`src/rtl/abr_prim_sum_gather.sv`:
```
// abr_prim_sum_gather: packs a serial valid/ready beat stream into an NumSrc-lane vector for a sum tree
module abr_prim_sum_gather #(
  parameter int NumSrc = 32,
  parameter int Width  = 8,
  localparam int CntW  = $clog2(NumSrc + 1)
) (
  input  logic                           clk_i,
  input  logic                           rst_b,
  input  logic                           in_valid_i,
  output logic                           in_ready_o,
  input  logic [Width-1:0]               in_value_i,
  input  logic                           in_skip_i,
  input  logic                           in_last_i,
  output logic                           vec_valid_o,
  input  logic                           vec_ready_i,
  output logic [NumSrc-1:0][Width-1:0]   values_o,
  output logic [NumSrc-1:0]              valid_o,
  output logic [CntW-1:0]                count_o
);
  localparam int IdxW = $clog2(NumSrc);
  if (NumSrc < 2) begin : g_chk
    $error("abr_prim_sum_gather: NumSrc must be >= 2");
  end
  typedef enum logic {FILL, HOLD} state_e;
  state_e                       state_q, state_d;
  logic [CntW-1:0]              idx_q, idx_d;
  logic [NumSrc-1:0][Width-1:0] values_q, values_d;
  logic [NumSrc-1:0]            valid_q, valid_d;
  always_comb begin
    state_d  = state_q;
    idx_d    = idx_q;
    values_d = values_q;
    valid_d  = valid_q;
    if (state_q == FILL && in_valid_i) begin
      values_d[idx_q[IdxW-1:0]] = in_skip_i ? '0 : in_value_i;
      valid_d[idx_q[IdxW-1:0]]  = ~in_skip_i;
      idx_d   = idx_q + CntW'(1);
      // a full vector closes even without in_last_i
      state_d = (in_last_i || idx_q == CntW'(NumSrc - 1)) ? HOLD : FILL;
    end else if (state_q == HOLD && vec_ready_i) begin
      state_d  = FILL;
      idx_d    = '0;
      values_d = '0;
      valid_d  = '0;
    end
  end
  always_ff @(posedge clk_i) begin
    if (!rst_b) begin
      state_q  <= FILL;
      idx_q    <= '0;
      values_q <= '0;
      valid_q  <= '0;
    end else begin
      state_q  <= state_d;
      idx_q    <= idx_d;
      values_q <= values_d;
      valid_q  <= valid_d;
    end
  end
  assign in_ready_o  = rst_b & (state_q == FILL);
  assign vec_valid_o = rst_b & (state_q == HOLD);
  assign values_o    = values_q;
  assign valid_o     = valid_q;
  assign count_o     = idx_q;
endmodule

```
`config.mk`:
```
export PLATFORM = sky130hd
export DESIGN_NAME = abr_prim_sum_gather
export DESIGN_NICKNAME = d
export VERILOG_FILES = /design/src/rtl/abr_prim_sum_gather.sv
export SDC_FILE = /design/constraint.sdc
export NUM_CORES = 1
export LEC_CHECK = 0
export BUFFER_PORTS_ARGS = -buffer_cell sky130_fd_sc_hd__buf_2
export CORE_UTILIZATION = 38
export DETAILED_ROUTE_END_ITERATION = 10
export GPL_ROUTABILITY_DRIVEN = 0
export PLACE_DENSITY = 0.67
export SLEW_MARGIN = 0
export SYNTH_ARGS = -nofsm -noshare
export SYNTH_HDL_FRONTEND = slang
export SYNTH_SLANG_ARGS = --single-unit
```
`constraint.sdc`:
```
create_clock -name clk_i -period 1.75 [get_ports clk_i]
set_input_delay 0.2625 -clock clk_i [delete_from_list [all_inputs] [get_ports clk_i]]
set_output_delay 0.2625 -clock clk_i [all_outputs]
set_load 0.005 [all_outputs]
```
==> summary.md, run 1 <==
| Metric | Value |
|---|---|
| Status | `completed` |
| Critical path peak fanout | `9` |
| Critical path capture point type | `register` |
| I/O Pins | `310` |
| Final Max Tran Viols | `0` |
| GRT Resource Usage Total | `20.40%` |
| HP Class | `primary input to register` |
| Yosys reg bits | `295` |
| EDFF count, synth | `0` |
| Post-route ant nets | `0` |
| Worst Setup Slack, final | `93.35 ps` |
| Layout cell share with drive strength beyond 1 | `32.68%` |
| Synth unique cells | `36` |
| Core Util, Final | `50.08%` |
| Lkg Pwr | `6.458 nW` |
| Layout fillers | `2708` |
| Pin count of the biggest net entering global routing | `101` |
| MaxCap Viol Count | `0` |
| Synth Instances | `1047` |
| CTS Sinks | `295` |
| CTS Hold Bufs | `0` |
| R2R depth | `4` |
| RSZ-0062 raised after global routing | `true` |
| Total gr overflow | `0` |
| Sequential fraction of the synthesis area | `52.81%` |
| Routed wire per std cell | `18.01 um` |
| Int Power | `10.85 mW` |
| Area of the mapped netlist | `11180 um2` |
| Initial DRC Count | `435` |
| FMAX | `603.6 MHz` |
| Clock Path Buffers | `3` |
| Crit start category | `register` |
| Final worst-path cycle share | `94.67%` |
| Clock Latency Late Sink | `550 ps` |
| Nets | `1375` |
| CTS Buf Count | `30` |
| Area after DPL | `13400 um2` |
| Min Clock Period, post-route | `1657 ps` |
| Kind of critical path | `register to register` |
| Average size of a mapped cell | `10.68 um2` |
| Port bufs | `309` |
| Die width | `173.5 um` |
| DR pass1 iterations | `5` |
| # Post-CTS Setup Buffers | `0` |
| Vias per cell | `4.796` |
| Hold path depth | `2` |
| # setup viols final | `0` |
| Clock root buffer | `clkbuf_16` |
| Design area | `14450 um2` |
| Detailed Route WL | `31760 um` |
| Number of global-route vias before repair | `8094` |
| Sw Share | `22.51%` |
| Post-DP HPWL | `21410 um` |
| Core ar. | `28860 um2` |
| Syn Nets | `1066` |
| Via count | `8460` |
| First-pass GRT wire length | `48280 um` |
| PwrDens | `969.1 nW/um2` |
| Critical Path RT | `2220 ps` |
| H-tree Lvls | `1` |
| CTS tree | `built` |
| Worst Skew | `8.357 ps` |
| Primary FF master, synth | `dfxtp_1` |
| Actual slew at the worst max-slew pin | `461.6 ps` |
| Share of flip-flops with an asynchronous set or reset | `0%` |
| Die H | `173.5 um` |
| VDD IR max | `0.6477 mV` |
| Syn-to-layout area delta | `29.24%` |
| WP data arrival | `2130 ps` |
| Final-report hold violation count | `0` |
| Relative max-transition margin | `69.23%` |
| Dpl ws | `41.64 ps` |
| Starting Density | `38.75%` |
| Row count | `62` |
| Reg clk slew, reported paths | `60 ps` |
| Yosys warnings | `0` |
| Antenna violations before repair | `0` |
| NetSw | `3.153 mW` |
| Setup TNS | `0 ps` |
| DRC Markers | `0` |
| Die area | `30120 um2` |
| Combinational power share | `4.5%` |
| Power share of the sequential group | `48.3%` |
| Clock share of power | `47.3%` |
| Antenna diode count | `0` |
[critical path, stage by stage, from the launching register on]
cell and delay [ps]:
dfxtp_2 360, or4b_1 540, buf_4 220, nor2_8 220, mux2i_1 240
[power groups by stage]
stage                     Clock (mW)  Combinational (mW)  Sequential [mW]
final                           6.62               0.624             6.76
after global routing            7.05               0.670             6.76
after CTS                       6.77               0.634             6.76
after detailed placement           0               0.630             6.91
after global placement             0               0.626             6.91
after floorplan                    0               0.372             6.91
[metal layers]
layer	vias to the layer above	global-route usage (%)	wire, um
met5	-	0	0
met4	0	4.757	540
met3	37	4.123	1880
met2	264	34.79	15350
met1	4088	26.40	13990
li1	4071	-	-
[worst paths after layout]
kind	slack [ps]	start	endpoint
max	90	state_q	valid_o[16]
min	70	rst_b	state_q
max reg2reg	90	state_q	valid_o[16]
min reg2reg	450	values_o[239]	values_o[239]
[through the flow]
stage                     std cells  hold WS (ps)  power (mW)
after floorplan                1047         451.1       7.282
after global placement         1708         438.1       7.533
after detailed placement       1708         442.5       7.538
after CTS                      1764         51.16       14.16
after global routing           1764         67.85       14.48
final                          1764         74.94       14.00
[logic make-up (layout without fill, tap and decap cells)]
| logic type | after synthesis | after routing | synth area share, % |
|---|---|---|---|
| AND/OR/NAND/NOR | 365 | 365 | 16.78 |
| flip-flops | 295 | 295 | 52.81 |
| multiplexers | 292 | 292 | 26.14 |
| buffers and inverters | 80 | 413 | 3.088 |
| AO/OA/AOI/OAI | 9 | 9 | 0.5372 |
| adder cells (fa/ha/maj) | 5 | 5 | 0.5595 |
| XOR/XNOR | 1 | 1 | 0.07834 |
[flip-flops by register name, summed over array words and instances (netlist names)]
name and flops:
state_q 1, valid_o 32, count_o 6, values_o 256
[cells in the final DEF, fill, tap and decap left out, types with 2 or more instances in the layout]
cell type  instances
o22ai_1            2
or3_1              3
nand2_2            3
clkbuf_1           5
clkinv_2           5
a21oi_1            2
and2_1             3
nand2_1          299
inv_1              2
clkbuf_8           9
buf_2            309
ha_1               4
nor2b_1            3
bufinv_16          2
nor2_8            12
nand2_4            4
clkinv_4           4
nor2_4            16
nand4b_4           4
mux2i_1          292
clkbuf_16         31
nand2b_1           6
buf_4             32
buf_12            13
dfxtp_1          294
[area by class of cell]
type	instances	area (um2)	share of cell area, %
Clock buffer	45	918.4	6.355
Timing Repair Buffer	355	2058	14.24
Sequential cell	295	5907	40.87
Multi-Input combinational cell	672	4960	34.32
Tap cell	384	480.5	3.325
Clock inverter	11	120.1	0.8312
Inverter	2	7.507	0.05195
[cell usage after synthesis (2+ instances only)]
master / count / area (um2)
a21oi_1: 2 / 10.01
buf_1: 9 / 33.78
o22ai_1: 2 / 12.51
nand2_4: 4 / 45.04
and2_1: 3 / 18.77
nand2b_1: 7 / 43.79
nand4b_4: 4 / 95.09
nor2_8: 12 / 240.2
dfxtp_1: 295 / 5906
nor2b_1: 3 / 18.77
buf_6: 3 / 33.78
nor2_4: 16 / 180.2
clkbuf_1: 52 / 195.2
buf_4: 2 / 15.01
inv_1: 2 / 7.510
buf_2: 12 / 60.06
mux2i_1: 292 / 2923
or3_1: 4 / 25.02
ha_1: 5 / 62.56
nand2_1: 302 / 1134
[repair_timing]
| item | in CTS | in global routing |
|---|---|---|
| pin swaps | 0 | 5 |
| gates resized for setup | 2 | 2 |
| setup endpoints to repair | 2 | 11 |
| hold endpoints to repair | 0 | 0 |
Power figures use the tool's default switching activity.
==> inputs of run 2 (changes only) <==
Settings changed: CORE_MARGIN from default to 8, REMOVE_ABC_BUFFERS from default to 1.
==> run 2 against run 1 <==
Effect of this change:
- count of clock-buffer cells in the layout rose by 1
- fmax rose by 0.73%
- flip-flop and latch count did not move
- wire length rose by 5.8%
- setup slack improved by 12 ps
- clock skew rose by 4.4 ps
- global-route usage fell by 2.3 points
- clock power rose by 0.9%
- register-to-register slack barely moved
- critical path type unchanged
- largest power group unchanged
- highest routed layer is now met5
==> summary.md, run 2 (synthesis gave the netlist of run 1 again) <==
| Metric | Value |
|---|---|
| R2R Path Start | `state_q (unchanged)` |
| DRC Markers | `0 (unchanged)` |
| Commonest non-fill, non-tap cell in the layout | `buf_2 (unchanged)` |
| Reg clk slew, reported paths | `70 ps (was 60 ps)` |
| Number of global-route vias before repair | `8824 (was 8094)` |
| H-tree Lvls | `1 (unchanged)` |
| R2R depth | `4 (unchanged)` |
| MaxCap Viol Count | `0 (unchanged)` |
| Via count | `8448 (was 8460)` |
| # setup viols final | `0 (unchanged)` |
| Critical path capture point type | `register (unchanged)` |
| Nets | `1385 (was 1375)` |
| Critical Path RT | `2210 ps (was 2220 ps)` |
| Initial DRC Count | `475 (was 435)` |
| Critical path peak fanout | `9 (unchanged)` |
| Worst Setup Slack, final | `105.4 ps (was 93.35 ps)` |
| Max stage delay cell, worst path | `or4_1 (was or4b_1)` |
| Lkg Pwr | `6.528 nW (was 6.458 nW)` |
| GRT Resource Usage Total | `18.15% (was 20.40%)` |
| Total gr overflow | `0 (unchanged)` |
| WP data arrival | `2100 ps (was 2130 ps)` |
| Min Clock Period, post-route | `1645 ps (was 1657 ps)` |
| Layout cell share with drive strength beyond 1 | `33.31% (was 32.68%)` |
| Hold path depth | `3 (was 2)` |
| CTS tree | `built (unchanged)` |
| Kind of critical path | `register to register (unchanged)` |
| Status | `completed (unchanged)` |
| Combinational power share | `4.7% (was 4.5%)` |
| CTS Hold Bufs | `0 (unchanged)` |
| Starting Density | `38.13% (was 38.75%)` |
| Slowest cell delay on critical path | `530 ps (was 540 ps)` |
| FMAX | `608.1 MHz (was 603.6 MHz)` |
| Clock Latency Late Sink | `540 ps (was 550 ps)` |
| HP Class | `primary input to register (unchanged)` |
| Register-to-register setup slack | `110 ps (was 90 ps)` |
| Power share of the sequential group | `47.9% (was 48.3%)` |
| Most frequent cells in the layout | `309 x buf_2, 294 x nand2_1, 294 x dfxtp_1 (was 309 x buf_2, 299 x nand2_1, 294 x dfxtp_1)` |
| Antenna diode count | `0 (unchanged)` |
| First-pass GRT wire length | `51810 um (was 48280 um)` |
| Antenna violations before repair | `2 (was 0)` |
| Core Util, Final | `49.91% (was 50.08%)` |
| Vias per cell | `4.754 (was 4.796)` |
| Dpl ws | `-48.39 ps (was 41.64 ps)` |
| Die H | `187.5 um (was 173.5 um)` |
| Port bufs | `309 (unchanged)` |
| Hold_sp | `vec_ready_i (was rst_b)` |
| Row count | `63 (was 62)` |
| Final Max Tran Viols | `0 (unchanged)` |
| Relative max-transition margin | `46.16% (was 69.23%)` |
| Clock Path Buffers | `3 (unchanged)` |
| RSZ-0062 raised after global routing | `false (was true)` |
| Post-route ant nets | `0 (unchanged)` |
| Die area | `35170 um2 (was 30120 um2)` |
| CTS Sinks | `295 (unchanged)` |
| Post-DP HPWL | `23580 um (was 21410 um)` |
| Setup TNS | `0 ps (unchanged)` |
| Critical-path cell list | `or4_1 -> buf_4 -> nor2_8 -> mux2i_1 (was or4b_1 -> buf_4 -> nor2_8 -> mux2i_1)` |
| CTS Buf Count | `31 (was 30)` |
| NetSw | `3.098 mW (was 3.153 mW)` |
| Syn-to-layout area delta | `30.87% (was 29.24%)` |
| I/O Pins | `310 (unchanged)` |
| Final-report hold violation count | `0 (unchanged)` |
| Die width | `187.5 um (was 173.5 um)` |
| Worst Skew | `12.79 ps (was 8.357 ps)` |
| DR pass1 iterations | `4 (was 5)` |
| VDD IR max | `0.6865 mV (was 0.6477 mV)` |
| Clock root buffer | `clkbuf_16 (unchanged)` |
| Final worst-path cycle share | `93.98% (was 94.67%)` |
| Clock share of power | `47.4% (was 47.3%)` |
| Routed wire per std cell | `18.91 um (was 18.01 um)` |
| Actual slew at the worst max-slew pin | `805.9 ps (was 461.6 ps)` |
| PwrDens | `963.8 nW/um2 (was 969.1 nW/um2)` |
| Pin count of the biggest net entering global routing | `47 (was 101)` |
| Detailed Route WL | `33610 um (was 31760 um)` |
| Max reg flops | `256 (unchanged)` |
| Worst reg2reg path endpoint | `values_o[21] (was valid_o[16])` |
| Min-Delay Endpoint | `count_o[2] (was state_q)` |
| Sw Share | `21.96% (was 22.51%)` |
| Core ar. | `29320 um2 (was 28860 um2)` |
| Crit start category | `register (unchanged)` |
| Int Power | `11.01 mW (was 10.85 mW)` |
run 2: what timing repair did:
item,4_1_cts,5_1_grt
setup endpoints to repair,1,61
pin swaps,0,8
setup buffers,0,7
resized for setup,1,4
run 2: power groups by stage:
stage | Clock, mW | Sequential, mW | Combinational [mW]
after floorplan | 0 | 6.92 | 0.305
final | 6.68 | 6.76 | 0.661
after CTS | 6.83 | 6.76 | 0.666
after global routing | 7.14 | 6.76 | 0.708
after detailed placement | 0 | 6.91 | 0.664
after global placement | 0 | 6.91 | 0.659
run 2: how the worst max path moves through the flow:
stage                    start       endpoint  slack [ps]  cells after the start
floorplan                rst_b     count_o[3]       -9090                      3
detailed placement       rst_b   values_o[82]         -50                      5
global placement         rst_b  values_o[210]          30                      5
global route        count_o[4]  values_o[225]           3                      4
finish                 state_q   values_o[21]         110                      4
CTS                 count_o[0]  values_o[191]          20                      5
run 2: per-layer routing:
metal / vias up / wire (um) / GRT usage (%) / share of wire [%]
met5: - / 18 / 0 / 0.054
met2: 251 / 15510 / 29.77 / 46
met1: 4024 / 14970 / 22.97 / 45
li1: 4114 / - / - / -
met4: 4 / 686 / 4.758 / 2.0
met3: 55 / 2425 / 5.405 / 7.2
run 2: layout make-up:
class	instances	area, um2
fillers	2708	14690
flip-flops and latches	295	5907
multi-input cells	672	4972
repair buffers	364	2217
clock buffers	46	922.1
well taps	390	488.0
clock inverters	8	120.1
inverters	2	7.507
run 2: worst max-delay path, delay by kind of cell, from the launching register on:
family,cells,cell delay (ps)
DFF,1,350
and+or+nand+nor,2,760
muxes,1,220
buffers and inverters,1,220
run 2: through the flow:
| step | total power, mW | area [um2] | std cells | hold WS [ps] |
|---|---|---|---|---|
| finish | 14.10 | 14630 | 1777 | 99.91 |
| global route | 14.60 | 14630 | 1777 | 106.7 |
| CTS | 14.25 | 14480 | 1770 | 76.54 |
| detailed placement | 7.571 | 13440 | 1716 | 443.6 |
| global placement | 7.566 | 13440 | 1716 | 438.2 |
| floorplan | 7.221 | 10840 | 969 | 380.3 |
